==> config.mk <==
export PLATFORM = sky130hd
export DESIGN_NAME = sdh_tx_payload_feeder
export DESIGN_NICKNAME = d
export VERILOG_FILES = /design/src/rtl/sdh_tx_pkg.sv /design/src/rtl/sdh_tx_word_fifo.sv /design/src/rtl/sdh_tx_payload_feeder.sv
export SDC_FILE = /design/constraint.sdc
export NUM_CORES = 1
export LEC_CHECK = 0
export ABC_AREA = 1
export CORE_ASPECT_RATIO = 0.6
export CORE_UTILIZATION = 30
export DETAILED_ROUTE_END_ITERATION = 12
export GPL_TIMING_DRIVEN = 0
export HOLD_SLACK_MARGIN = 0.1
export SYNTH_ARGS = -nofsm -noshare
export SYNTH_HDL_FRONTEND = slang
export SYNTH_SLANG_ARGS = --single-unit
==> constraint.sdc <==
create_clock -name sdh_clk -period 4.7 [get_ports sdh_clk]
set_input_delay 1.41 -clock sdh_clk [delete_from_list [all_inputs] [get_ports sdh_clk]]
set_output_delay 1.41 -clock sdh_clk [all_outputs]
set_load 0.02 [all_outputs]
==> src/rtl/sdh_tx_pkg.sv <==
// sdh_tx_pkg
// Shared definitions for the SDH transmit payload feeder:
//   - IDLE_BYTE_DEFAULT : byte sent when a request finds no buffered payload
//   - LANE_MSB_FIRST    : byte-lane ordering of a payload word on the wire
//   - ser_state_e       : serialiser state (IDLE / ACTIVE)
//   - ser_t             : serialiser state register (state + byte index)
//   - lane_byte()       : picks the n-th transmitted byte out of a word
package sdh_tx_pkg;

  localparam logic [7:0] IDLE_BYTE_DEFAULT = 8'h00;

  // 1: bits[31:24] go out first, 0: bits[7:0] go out first.
  localparam bit LANE_MSB_FIRST = 1'b1;

  typedef enum logic {
    IDLE   = 1'b0,
    ACTIVE = 1'b1
  } ser_state_e;

  typedef struct packed {
    ser_state_e state;
    logic [1:0] idx;
  } ser_t;

  // idx counts transmit order (0 = first byte on the wire).
  function automatic logic [7:0] lane_byte(input logic [31:0] w, input logic [1:0] idx);
    logic [1:0] lane;
    lane = LANE_MSB_FIRST ? (2'd3 - idx) : idx;
    case (lane)
      2'd3:    return w[31:24];
      2'd2:    return w[23:16];
      2'd1:    return w[15:8];
      default: return w[7:0];
    endcase
  endfunction

endpackage

==> src/rtl/sdh_tx_word_fifo.sv <==
// sdh_tx_word_fifo
// Generic single-clock synchronous FIFO, first-word-fall-through: rd_data
// shows the head word whenever the FIFO is non-empty, so it is valid in the
// same cycle that pop is asserted.
// Ports:
//   clk, rst       : clock, synchronous active-high reset (discards content)
//   push, wr_data  : write request and word; ignored while full
//   pop, rd_data   : read request and head word; ignored while empty
//   full, empty    : derived from the registered level only
//   level          : words currently stored (one bit wider than pointers)
module sdh_tx_word_fifo #(
  parameter int WIDTH = 32,
  parameter int DEPTH = 16
) (
  input  logic                     clk,
  input  logic                     rst,
  input  logic                     push,
  input  logic [WIDTH-1:0]         wr_data,
  input  logic                     pop,
  output logic [WIDTH-1:0]         rd_data,
  output logic                     full,
  output logic                     empty,
  output logic [$clog2(DEPTH):0]   level
);

  localparam int AW = $clog2(DEPTH);
  localparam int LW = AW + 1;
  localparam logic [LW-1:0] FULL_LVL = LW'(DEPTH);

  logic [WIDTH-1:0] mem [DEPTH];
  logic [AW-1:0]    wr_ptr;
  logic [AW-1:0]    rd_ptr;
  logic [LW-1:0]    level_q;
  logic             push_ok;
  logic             pop_ok;

  assign full    = (level_q == FULL_LVL);
  assign empty   = (level_q == '0);
  assign push_ok = push && !full;
  assign pop_ok  = pop && !empty;
  assign rd_data = mem[rd_ptr];
  assign level   = level_q;

  // Power-of-two depth: pointers simply wrap.
  always_ff @(posedge clk) begin
    if (rst) begin
      wr_ptr  <= '0;
      rd_ptr  <= '0;
      level_q <= '0;
    end else begin
      if (push_ok) wr_ptr <= wr_ptr + 1'b1;
      if (pop_ok)  rd_ptr <= rd_ptr + 1'b1;
      case ({push_ok, pop_ok})
        2'b10:   level_q <= level_q + 1'b1;
        2'b01:   level_q <= level_q - 1'b1;
        default: level_q <= level_q;
      endcase
    end
  end

  // Storage has no reset; stale words are unreachable once pointers clear.
  always_ff @(posedge clk) begin
    if (push_ok) mem[wr_ptr] <= wr_data;
  end

endmodule

==> src/rtl/sdh_tx_payload_feeder.sv <==
// sdh_tx_payload_feeder
// Buffers 32-bit client payload words and serialises them MSB byte first onto
// the SDH framer's 8-bit payload input, one byte per framer request. A
// request seen in cycle N is answered on sdh_tx_din after the edge ending N.
// A request with no buffered payload returns IDLE_BYTE and bumps a
// saturating underflow counter.
// Ports:
//   sdh_clk, rst                    : clock, synchronous active-high reset
//   user_din, user_din_valid/ready  : client word input
//   sdh_tx_din_req, sdh_tx_din      : framer request and payload byte
//   fifo_level                      : words buffered
//   underflow_cnt, underflow_clr    : idle-substitution counter and its clear
//
// Client handshake: a word transfers on every sdh_clk edge where
// user_din_valid and user_din_ready are both high. user_din_ready depends
// only on registered FIFO state (and rst), never on user_din_valid; a word
// offered while ready is low is not taken and must be held by the client.
module sdh_tx_payload_feeder
  import sdh_tx_pkg::*;
#(
  parameter int         FIFO_DEPTH = 16,
  parameter logic [7:0] IDLE_BYTE  = IDLE_BYTE_DEFAULT
) (
  input  logic                         sdh_clk,
  input  logic                         rst,
  input  logic [31:0]                  user_din,
  input  logic                         user_din_valid,
  output logic                         user_din_ready,
  input  logic                         sdh_tx_din_req,
  output logic [7:0]                   sdh_tx_din,
  output logic [$clog2(FIFO_DEPTH):0]  fifo_level,
  output logic [15:0]                  underflow_cnt,
  input  logic                         underflow_clr
);

  logic        fifo_full;
  logic        fifo_empty;
  logic [31:0] fifo_rd;
  logic        push;
  logic        pop;

  ser_t        ser_q, ser_n;
  logic [31:0] hold_q, hold_n;
  logic [7:0]  dout_q, dout_n;
  logic        uf_evt;

  assign user_din_ready = !fifo_full && !rst;
  assign push           = user_din_valid && user_din_ready;

  sdh_tx_word_fifo #(
    .WIDTH (32),
    .DEPTH (FIFO_DEPTH)
  ) u_fifo (
    .clk     (sdh_clk),
    .rst     (rst),
    .push    (push),
    .wr_data (user_din),
    .pop     (pop),
    .rd_data (fifo_rd),
    .full    (fifo_full),
    .empty   (fifo_empty),
    .level   (fifo_level)
  );

  always_ff @(posedge sdh_clk) begin
    if (rst) begin
      ser_q  <= '{state: IDLE, idx: 2'd0};
      hold_q <= '0;
      dout_q <= 8'h00;
    end else begin
      ser_q  <= ser_n;
      hold_q <= hold_n;
      dout_q <= dout_n;
    end
  end

  // Pops only happen from IDLE, so an ACTIVE word is always complete and
  // can never underflow mid-word. Without a request everything holds.
  always_comb begin
    ser_n  = ser_q;
    hold_n = hold_q;
    dout_n = dout_q;
    pop    = 1'b0;
    uf_evt = 1'b0;
    if (sdh_tx_din_req) begin
      case (ser_q.state)
        IDLE: begin
          if (!fifo_empty) begin
            pop         = 1'b1;
            hold_n      = fifo_rd;
            dout_n      = lane_byte(fifo_rd, 2'd0);
            ser_n.idx   = 2'd1;
            ser_n.state = ACTIVE;
          end else begin
            dout_n = IDLE_BYTE;
            uf_evt = 1'b1;
          end
        end
        ACTIVE: begin
          dout_n = lane_byte(hold_q, ser_q.idx);
          if (ser_q.idx == 2'd3) begin
            ser_n.idx   = 2'd0;
            ser_n.state = IDLE;
          end else begin
            ser_n.idx = ser_q.idx + 2'd1;
          end
        end
        default: begin
          ser_n.state = IDLE;
          ser_n.idx   = 2'd0;
        end
      endcase
    end
  end

  assign sdh_tx_din = dout_q;

  // Clear takes priority over a coincident underflow.
  always_ff @(posedge sdh_clk) begin
    if (rst || underflow_clr) begin
      underflow_cnt <= 16'h0000;
    end else if (uf_evt && (underflow_cnt != 16'hFFFF)) begin
      underflow_cnt <= underflow_cnt + 16'h0001;
    end
  end

endmodule

* Yosys cells after proc, flatten, opt, wreduce, memory -nomap -nowiden
Memories as Yosys holds them, arrays and structs flattened. A register that Yosys moved wholly into a read port is not among the register bits.
Index checks and enable logic that the tools add are counted.
** Storage, ports and cells
- Memories :: 1
- Bits in writable memories :: 512
- Output and inout bits :: 30
- Register bits after elaboration :: 72
** Cells by class
- Equal/unequal tests :: 9
- $add $sub $neg :: 7
- Reduce and logical (&&, ||, !) cells :: 13
- Bitwise gates (word level) :: 2
- Multiplexer cells :: 18
** Memories
- u_fifo.mem :: depth 16, width 32, read ports 1, clocked after Yosys merged registers in 1, wr ports 1, RTL line sdh_tx_word_fifo.sv:30 : logic [WIDTH-1:0] mem [DEPTH];
** Operators with widths (count)
- 8-bit one-hot mux with 3 select lines :: 1
- 16-bit by 1-bit adder with 16-bit output, second input constant :: 1
- 16-bit != test, second input constant :: 1
- 8-bit one-hot mux with 2 select lines :: 1
- 5-bit one-hot mux with 2 select lines :: 1
- 1-bit 2-to-1 mux :: 9
- 4-bit by 1-bit adder with 4-bit output, second input constant :: 2
- 2-bit == test, second input constant :: 4
- 4-bit 2-to-1 mux :: 2
- 8-bit 2-to-1 mux :: 1
- 3-bit one-hot mux with 2 select lines :: 1
- 5-bit by 1-bit adder with 5-bit output, second input constant :: 1
- 5-bit == test, second input constant :: 1
- 1-bit logical AND :: 5
- 5-bit logical NOT :: 1
- 5-bit by 1-bit subtractor with 5-bit output, second input constant :: 1
- 2-bit by 1-bit == test with 1-bit output, second input constant :: 2
- 1-bit logical NOT :: 3
- 3-bit 2-to-1 mux :: 1
- 3-bit AND reduction :: 1
- 2-bit by 1-bit adder with 2-bit output, second input constant :: 1
- 2-bit 2-to-1 mux :: 1
- 2-bit != test, second input constant :: 1
- 1-bit inverter :: 2
- other kinds (4) :: 4

* Longest topological paths before layout
Gate-level depths: netlist of the first run.
- Depth in word-level cells :: 7
- Gate-level depth with buffers :: 17

* Cells and area by module
From an unflattened synthesis of the first run, not the netlist that was laid out.
** Second synthesis, totals
- Cell total of the unflattened synthesis :: 1890
- Area, all modules :: 24159.4 um^2
** Modules (own cells, without submodules)
- sdh_tx_word_fifo :: cells an instance 1482, instances 1, area each 21384.3 um^2, sequential area each 15715.1 um^2
- sdh_tx_payload_feeder :: cells an instance 408, instances 1, area each 2775.2 um^2, sequential area each 1181.1 um^2

* Least setup slack after synthesis of the first run
OpenSTA, ideal clock, no wires.
- Path kind :: input -> register
- From :: in rst
- To :: mem u_fifo.mem[11][0], enable pin
- Library setup time :: 0.421 ns
- Required time :: 4.279 ns
- Slack :: 0.844 ns
- Stages :: 6
- Data arrival time :: 3.435 ns
- Path through :: buf_2 > clkinv_1 > nand3_2 > inv_1 > nand2_1 > nor2_1
** On the way
- Word-level cells in the longest chain between the ends :: 6
** Ends and longest elaborated chain
- start, declared :: RTL line sdh_tx_payload_feeder.sv:25 : input logic rst,
- 1-bit logical NOT :: RTL line sdh_tx_payload_feeder.sv:47 : assign user_din_ready = !fifo_full && !rst;
- 1-bit logical AND :: RTL line sdh_tx_payload_feeder.sv:47
- 1-bit logical AND :: RTL line sdh_tx_payload_feeder.sv:48 : assign push = user_din_valid && user_din_ready;
- 1-bit logical AND :: RTL line sdh_tx_word_fifo.sv:39 : assign push_ok = push && !full;
- 1-bit 2-to-1 mux :: RTL line sdh_tx_word_fifo.sv:63 : if (push_ok) mem[wr_ptr] <= wr_data;
- 1-bit 2-to-1 mux (implied by the code) :: RTL line sdh_tx_word_fifo.sv:63
- end, declared :: RTL line sdh_tx_word_fifo.sv:30
No other way between the ends.

* Worst setup path in the final report of the first run
- From :: in rst
- To :: out user_din_ready
** On the way
- Word-level cells in the longest chain between the ends :: 2
** Ends and longest elaborated chain
- 1-bit logical NOT :: RTL line sdh_tx_payload_feeder.sv:47
- 1-bit logical AND :: RTL line sdh_tx_payload_feeder.sv:47
- end, declared :: RTL line sdh_tx_payload_feeder.sv:28 : output logic user_din_ready,
No other way between the ends.

==> results of run 1 <==
## cells in the mapped netlist (2+ instances only)
| master | n |
|---|---|
| xor2_1 | 4 |
| a221oi_1 | 7 |
| o21ai_0 | 245 |
| nand4_1 | 6 |
| xnor2_1 | 2 |
| nor2_1 | 384 |
| inv_1 | 67 |
| nor3_1 | 9 |
| buf_2 | 48 |
| buf_1 | 12 |
| o211ai_1 | 113 |
| nor2_2 | 2 |
| nand3_1 | 91 |
| inv_2 | 4 |
| dfxtp_1 | 76 |
| a21oi_1 | 44 |
| and3_1 | 2 |
| ha_1 | 12 |
| o221ai_1 | 40 |
| edfxtp_1 | 512 |
| clkbuf_1 | 53 |
| o21ai_1 | 39 |
| nand3_2 | 2 |
| o21a_1 | 3 |
| nand2_1 | 93 |
| buf_4 | 8 |
| a31oi_1 | 2 |
| o22ai_1 | 11 |
| buf_6 | 3 |
## registers in the layout, summed over array words and instances (netlist names), named ones only
name and flops:
sdh_tx_din 8, u_fifo.level 5, u_fifo.mem 512, u_fifo.rd_ptr 4, underflow_cnt 16, hold_q 32, ser_q 3, u_fifo.wr_ptr 4
## kinds of logic (layout without fill, tap and decap cells)
family | Yosys count | after routing
adder cells (fa/ha/maj) | 12 | 12
XOR/XNOR | 6 | 6
flip-flops | 588 | 588
buffers and inverters | 196 | 371
AO/OA/AOI/OAI | 506 | 506
AND/OR/NAND/NOR | 594 | 594
## metal layers
layer | global-route usage [%] | part of all wire, % | vias to the layer above
met5 | 0 | 0.014 | -
met4 | 3.94 | 1.9 | 2
met3 | 8.65 | 17 | 129
met2 | 25.6 | 39 | 1172
met1 | 28.3 | 42 | 8284
li1 | - | - | 7243
## area by class of cell
class,count,area (um2),share of cell area (%)
Sequential cell,588,16900,61.7
Inverter,72,270,0.987
Clock buffer,62,1350,4.93
Tap cell,1040,1300,4.75
Buffer,124,578,2.11
Timing Repair Buffer,81,978,3.57
Clock inverter,32,238,0.868
Multi-Input combinational cell,1118,5760,21.1
## path summary, 6_finish.rpt
path | to | cells past startpoint | slack [ns] | startpoint
setup / recovery | user_din_ready | 6 | 0.1 | rst
hold / removal | hold_q[25] | 2 | 0.47 | hold_q[25]
hold reg to reg | hold_q[25] | 2 | 0.47 | hold_q[25]
setup reg to reg | hold_q[17] | 8 | 1.39 | flip-flop
## report_power, final
part	internal, mW	leakage (nW)	switching, mW
sequential	5.90	5.23	0.180
clock	2.21	0.786	1.92
combinational	1.11	2.88	2.99
## cell usage in the layout, fill, tap and decap left out, types with 48 or more instances in the layout
| cell | synthesis | final |
|---|---|---|
| edfxtp_1 | 512 | 512 |
| nor2_1 | 384 | 368 |
| o21ai_0 | 245 | 245 |
| o211ai_1 | 113 | 113 |
| nand2_1 | 93 | 93 |
| nand3_1 | 91 | 91 |
| dfxtp_1 | 76 | 76 |
| inv_1 | 67 | 67 |
| clkdlybuf4s50_1 | 0 | 65 |
| clkbuf_1 | 53 | 62 |
| clkbuf_16 | 0 | 52 |
| buf_2 | 48 | 48 |
## critical path, stage by stage
cell	delay, ns
buf_2	0.18
clkinv_1	0.18
clkbuf_1	0.59
nand2_1	0.13
inv_1	0.09
clkdlybuf4s50_1	0.61
==> results.yml, run 1 <==
status:
  outcome: "finished, final reports clean"
sta:
  fin_crit_ns: 4.60
  whs_ns: 0.471
  rsz0062_at_grt: "false"
  fmax_mhz: 217
  hold_viol: 0
  tightest_slew_ns: 1.36
  max_slew_margin_pct: 9.55
  finalMaxSlewViolations: 0
  skew_ns: 0.0385
  fin_tns_setup_ns: 0
  setup_slack_ns: 0.0987
  finalCritPeriodShare_pct: 97.9
  setup-violations-final: 0
critical_path:
  worstPathArrival_ns: 3.19
  start_kind: "input pin"
  worst-setup-path-type: "input pin to output pin"
  crit_fanout: 10
  cp-end-kind: "output pin"
  worstPathRequired_ns: 3.29
global_routing:
  grt_max_degree: 21
  overflow: 0
  antenna_found_initial: 3
  grt_pass1_vias: 15836
  track_usage_pct: 19.3
  grt_pass1_wl_um: 109000
synth:
  avgSynthCellArea_um2: 12.3
  synth-simple-area-share_pct: 10.3
  ys_seq_elements: 588
  syn_nets: 1951
  synth-adder-area-share_pct: 0.642
  yosysWarningCount: 0
  synth_top_family_by_area: "compound AO/OA/AOI/OAI gates"
  yosysTopAreaCellShare_pct: 65.7
  yosys.area.top_type: "edfxtp_1"
  synthMuxAreaShare_pct: 0
  synth_compound_area_share_pct: 12.9
  synthTopCellsByArea: "edfxtp_1 (66%), dfxtp_1 (6.5%), nor2_1 (6.2%), o21ai_0 (5.2%), o211ai_1 (3.6%)"
  synth_area_um2: 23400
  ys.flop_type: "edfxtp_1"
  synth_edf_count: 512
  synth_cell_types: 37
  ys_seq_area_share_pct: 72.2
  synth_cells: 1902
  ys_async_sr_fraction_pct: 0
  synthXorXnorAreaFrac_pct: 0.225
detailed_routing:
  wl_um: 77900
  drt_iter0_drc: 2312
  avgRoutedWirePerCell_um: 25.0
  drc: 0
  vias_per_cell: 5.40
  via_count: 16830
  dr.pass1.iters: 8
  postRouteAntennaNets: 0
floorplan:
  fp-row-count: 78
  die_x_um: 362
  ios: 67
  start_util_pct: 30.6
  die_y_um: 218
  coreArea_um2: 76300
  dieArea_um2: 79100
finish:
  antenna_cells: 0
  fin_util_pct: 35.9
  area_growth_pct: 17.0
  num-fill-cells: 7337
  final_nets: 2085
  drive_gt1_share_pct: 8.47
  final_area_um2: 27400
  layout.cells.non_filler: 3117
power:
  p_total_mw: 14.3
  leakage_nw: 8.90
  ir_drop_uv: 294
  power_density_nw_per_um2: 523
run:
  max_cap_violations: 0
placed_design:
  placed_area_um2: 25800
  post-place-ws_ns: 0.153
  gp_congestion: 0.886
  post-dp-hpwl_um: 52200
  numPortBuffers: 65
  dp.cells: 3023
clock_network:
  holdBufCountCts: 0
  htreeDepth: 2
  clock_latency_ns: 0.62
  cts_root_buf: "clkbuf_16"
  postCtsResizedCells: 0
  clk_pin_slew_ns: 0.07
  cts_tree: "done"
  clockBufferDepth: 3
  cts_buffers: 51
  cts_setup_buffers: 0
  clock_sinks: 588
min_path:
  hp-class: "flip-flop to flip-flop"
Power figures use the tool's default switching activity.
==> run 2, diff against run 1 <==
--- a/config.mk
+++ b/config.mk
@@ -6,7 +6,6 @@
 export NUM_CORES = 1
 export LEC_CHECK = 0
 export ABC_AREA = 1
-export CORE_ASPECT_RATIO = 0.6
 export CORE_UTILIZATION = 30
 export DETAILED_ROUTE_END_ITERATION = 12
 export GPL_TIMING_DRIVEN = 0
==> run 2 against run 1 <==
Routed wire length decreased by 3.9%. Worst hold slack improved by 0.0021 ns. Register-to-register slack improved by 0.31 ns. Global-route usage decreased by 0.65 points. Utilization increased by 0.10 points. Sequential share of layout area decreased by 0.99 points. Power increased by 2.8%. Flip-flop and latch count unchanged. Combinational power decreased by 4%. Sequential power about the same. Highest routed layer is now met4.
==> results.yml, run 2 (same netlist as run 1, synthesis figures left out) <==
clock_network:
  cts_tree: "done"
  holdBufCountCts: 0
  cts_setup_buffers: 0
  htreeDepth: 2
  clock_sinks: 588
  postCtsResizedCells: 0
  clockBufferDepth: 3
  clk_pin_slew_ns: 0.06
  cts_buffers: 58
  clock_latency_ns: 0.64
  cts_root_buf: "clkbuf_16"
critical_path:
  worstPathArrival_ns: 3.14
  start_kind: "input pin"
  crit_fanout: 10
  worstPathRequired_ns: 3.29
  crit_start: "rst"
  cp-end-kind: "output pin"
  worst-setup-path-type: "input pin to output pin"
global_routing:
  overflow: 0
  grt_max_degree: 23
  grt_pass1_wl_um: 107000
  grt_pass1_vias: 15698
  antenna_found_initial: 2
  track_usage_pct: 18.6
sta:
  hold_viol: 0
  tightest_slew_ns: 1.23
  fin_tns_setup_ns: 0
  whs_ns: 0.473
  finalCritPeriodShare_pct: 96.9
  setup-violations-final: 0
  rsz0062_at_grt: "false"
  fin_crit_ns: 4.55
  finalMaxSlewViolations: 0
  fmax_mhz: 220
  max_slew_margin_pct: 17.9
  setup_slack_ns: 0.147
  skew_ns: 0.0204
finish:
  final_nets: 2095
  drive_gt1_share_pct: 9.13
  layout_common_cells: "edfxtp_1 (512), nor2_1 (368), o21ai_0 (245), o211ai_1 (113), nand2_1 (93)"
  fin_util_pct: 36.0
  layout.cells.non_filler: 3136
  area_growth_pct: 18.9
  final_area_um2: 27800
  top_register: "u_fifo.mem"
  final_common_cell: "edfxtp_1"
  reg.largest.list: "u_fifo.mem (512), hold_q (32), underflow_cnt (16)"
  largest_reg_flops: 512
power:
  leakage_nw: 9.07
  power_density_nw_per_um2: 529
  p_total_mw: 14.7
  ir_drop_uv: 304
placed_design:
  numPortBuffers: 65
  dp.cells: 3026
  gp_congestion: 0.866
  post-dp-hpwl_um: 48300
  placed_area_um2: 25900
  post-place-ws_ns: 0.134
floorplan:
  ios: 67
  fp-row-count: 102
  die_x_um: 281
  start_util_pct: 30.2
  dieArea_um2: 79100
  die_y_um: 281
  coreArea_um2: 77300
detailed_routing:
  via_count: 16481
  avgRoutedWirePerCell_um: 23.9
  vias_per_cell: 5.26
  dr.pass1.iters: 6
  drc: 0
  wl_um: 74900
  drt_iter0_drc: 1834
  postRouteAntennaNets: 0
run:
  max_cap_violations: 0
min_path:
  hp-class: "flip-flop to flip-flop"
  hp-start: "hold_q[26]"
status:
  outcome: "finished, final reports clean"
[run 2: changes by cell type in the layout (fill, tap and decap cells not counted), moves of 2 or more]
cell / change
clkinv_2: -8
diode_2: +3
buf_12: -4
clkbuf_16: +6
bufinv_16: +4
clkbuf_1: +2
buf_16: +7
clkinvlp_4: +6
[run 2: final timing paths]
| check | to | slack (ns) | depth (start not counted) |
|---|---|---|---|
| max | user_din_ready | 0.15 | 6 |
| min | hold_q[26] | 0.47 | 2 |
| max reg2reg | hold_q[8] | 1.70 | 8 |
| min reg2reg | hold_q[26] | 0.47 | 2 |
[run 2: area by class of cell]
type                            instances  area [um2]
Clock buffer                           72        1530
Tap cell                             1040        1300
Fill cell                            7499       49500
Antenna cell                            3        7.51
Buffer                                124         578
Clock inverter                         35         385
Timing Repair Buffer                   84        1090
Sequential cell                       588       16900
Inverter                               72         270
Multi-Input combinational cell       1118        5760
[run 2: power breakdown]
part,total [mW],internal [mW],switching (mW)
Combinational,3.92,1.11,2.81
Sequential,6.09,5.90,0.185
Clock,4.71,2.69,2.02
[run 2: worst max-delay path: stages]
cell and delay (ns):
buf_2 0.19, clkinv_1 0.20, clkbuf_1 0.45, nand2_1 0.16
inv_1 0.09, clkdlybuf4s50_1 0.64
[run 2: metal layers]
layer,vias up,routed length [um],global-route usage (%)
li1,7273,-,-
met1,8218,30200,24.2
met2,825,35900,31.0
met3,165,6410,3.47
met4,0,2390,6.51
met5,-,0,0
==> run 3, diff against run 2 <==
--- a/config.mk
+++ b/config.mk
@@ -7,6 +7,7 @@
 export LEC_CHECK = 0
 export ABC_AREA = 1
 export CORE_UTILIZATION = 30
+export CTS_CLUSTER_SIZE = 12
 export DETAILED_ROUTE_END_ITERATION = 12
 export GPL_TIMING_DRIVEN = 0
 export HOLD_SLACK_MARGIN = 0.1
==> run 3 against run 2 <==
Die area is the same. Power is essentially flat. Non-clock buffer count is the same. Clock power is essentially flat. Flip-flop and latch count is the same. Critical path type unchanged. Register-to-register slack is essentially flat. Sequential share of layout area is essentially flat. First-iteration DRC count grew 4.2%.
==> results.yml, run 3 (same netlist as run 1, synthesis figures left out) <==
min_path:
  hold_depth: 2
  hold_path_end: "hold_q[26]"
  hp-start: "hold_q[26]"
  hp-class: "flip-flop to flip-flop"
sta:
  fin_crit_ns: 4.58
  rsz0062_at_grt: "false"
  skew_ns: 0.0258
  max_slew_margin_pct: 15.2
  finalMaxSlewViolations: 0
  setup_slack_ns: 0.123
  tightest_slew_ns: 1.27
  fin_tns_setup_ns: 0
  hold_viol: 0
  setup-violations-final: 0
  fmax_mhz: 219
  finalCritPeriodShare_pct: 97.4
clock_network:
  clk_pin_slew_ns: 0.06
  cts_setup_buffers: 0
  clock_sinks: 588
  cts_buffers: 60
  clockBufferDepth: 3
  cts_root_buf: "clkbuf_16"
  clock_latency_ns: 0.65
  holdBufCountCts: 0
  postCtsResizedCells: 0
  htreeDepth: 2
  cts_tree: "done"
global_routing:
  grt_pass1_wl_um: 107000
  grt_pass1_vias: 15742
  antenna_found_initial: 2
  overflow: 0
  track_usage_pct: 18.6
  grt_max_degree: 23
power:
  p_total_mw: 14.7
  leakage_nw: 9.09
  power_density_nw_per_um2: 529
  ir_drop_uv: 289
run:
  max_cap_violations: 0
finish:
  top_register: "u_fifo.mem"
  seq_area_um2: 16900
  final_common_cell: "edfxtp_1"
  area_growth_pct: 19.0
  layout_common_cells: "edfxtp_1 (512), nor2_1 (368), o21ai_0 (245), o211ai_1 (113), nand2_1 (93)"
  drive_gt1_share_pct: 8.80
  layout.cells.non_filler: 3135
  final_nets: 2097
  reg.largest.list: "u_fifo.mem (512), hold_q (32), underflow_cnt (16)"
  largest_reg_flops: 512
  final_area_um2: 27800
  num-fill-cells: 7498
  multi_input_area_um2: 5760
placed_design:
  placed_area_um2: 25900
  post-place-ws_ns: 0.134
  dp.cells: 3026
  gp_congestion: 0.866
  post-dp-hpwl_um: 48300
  numPortBuffers: 65
detailed_routing:
  drc: 0
  drt_iter0_drc: 1911
  postRouteAntennaNets: 0
  wl_um: 74700
  dr.pass1.iters: 5
  via_count: 16438
  avgRoutedWirePerCell_um: 23.8
  vias_per_cell: 5.24
floorplan:
  die_y_um: 281
  coreArea_um2: 77300
  die_x_um: 281
  start_util_pct: 30.2
  dieArea_um2: 79100
  fp-row-count: 102
  ios: 67
critical_path:
  path_cells: "buf_2 -> clkinv_1 -> clkbuf_1 -> nand2_1 -> inv_1 -> clkdlybuf4s50_1"
  cp-end-kind: "output pin"
  worstPathRequired_ns: 3.29
  slowest_stage: "clkdlybuf4s50_1"
  crit_fanout: 10
  r2r_slack_ns: 1.69
  rr_endpoint: "hold_q[8]"
  worst-setup-path-type: "input pin to output pin"
  ff2ff_path_depth: 8
  worstPathArrival_ns: 3.17
  critPathMaxStageDelay_ns: 0.64
  start_kind: "input pin"
status:
  outcome: "finished, final reports clean"
-- run 3: changes by cell type in the layout (fill, tap and decap cells not counted) --
cell / change
clkbuf_1: +13
clkinv_1: -7
clkinv_4: -1
clkbuf_16: +3
clkinv_16: +1
inv_16: -1
clkinvlp_4: -7
bufinv_16: -1
clkinv_2: -1
-- run 3: routing by layer --
layer  vias to the layer above  part of all wire (%)  global-route usage, %  routed length [um]
li1                       7276                     -                      -                   -
met1                      8148                    40                   24.2               29800
met2                       864                    48                   30.9               35800
met3                       150                   9.2                   3.50                6840
met4                         0                   3.1                   6.54                2310
met5                         -                     0                      0                   0
-- run 3: how the worst max path moves through the flow --
stage	from	endpoint	slack (ns)	cells past startpoint
6_report	rst	user_din_ready	0.12	6
5_1_grt	rst	user_din_ready	0.08	6
4_1_cts	rst	user_din_ready	0.13	6
3_5_place_dp	rst	user_din_ready	0.13	6
3_3_place_gp	user_din_valid	u_fifo.mem[0][7]	-1.77	5
2_1_floorplan	rst	u_fifo.mem[11][0]	0.84	6
-- run 3: area by class of cell --
cell class,count,share of cell area (%)
Timing Repair Buffer,84,3.92
Antenna cell,3,0.0270
Inverter,72,0.971
Clock inverter,18,0.980
Clock buffer,88,5.93
Sequential cell,588,60.7
Buffer,124,2.08
Multi-Input combinational cell,1118,20.7
Tap cell,1040,4.68
-- run 3: per-stage QoR --
step | utilization [%] | hold WS, ns
2_1_floorplan | - | 0.446
3_3_place_gp | 32.8 | 0.454
3_5_place_dp | 33.5 | 0.459
4_1_cts | 36.0 | 0.467
5_1_grt | 36.0 | 0.494
6_report | 36.0 | 0.472
-- run 3: worst max-delay path: cells and delay by family --
| kind | cells | cell delay [ns] |
|---|---|---|
| buffers and inverters | 5 | 1.57 |
| AND/OR/NAND/NOR | 1 | 0.17 |
-- run 3: where the power goes --
part | leakage, nW | total [mW] | internal (mW) | switching (mW)
clock network | 0.932 | 4.71 | 2.75 | 1.96
registers | 5.23 | 6.09 | 5.90 | 0.187
logic | 2.92 | 3.91 | 1.11 | 2.80
total | 9.09 | 14.7 | 9.76 | 4.95
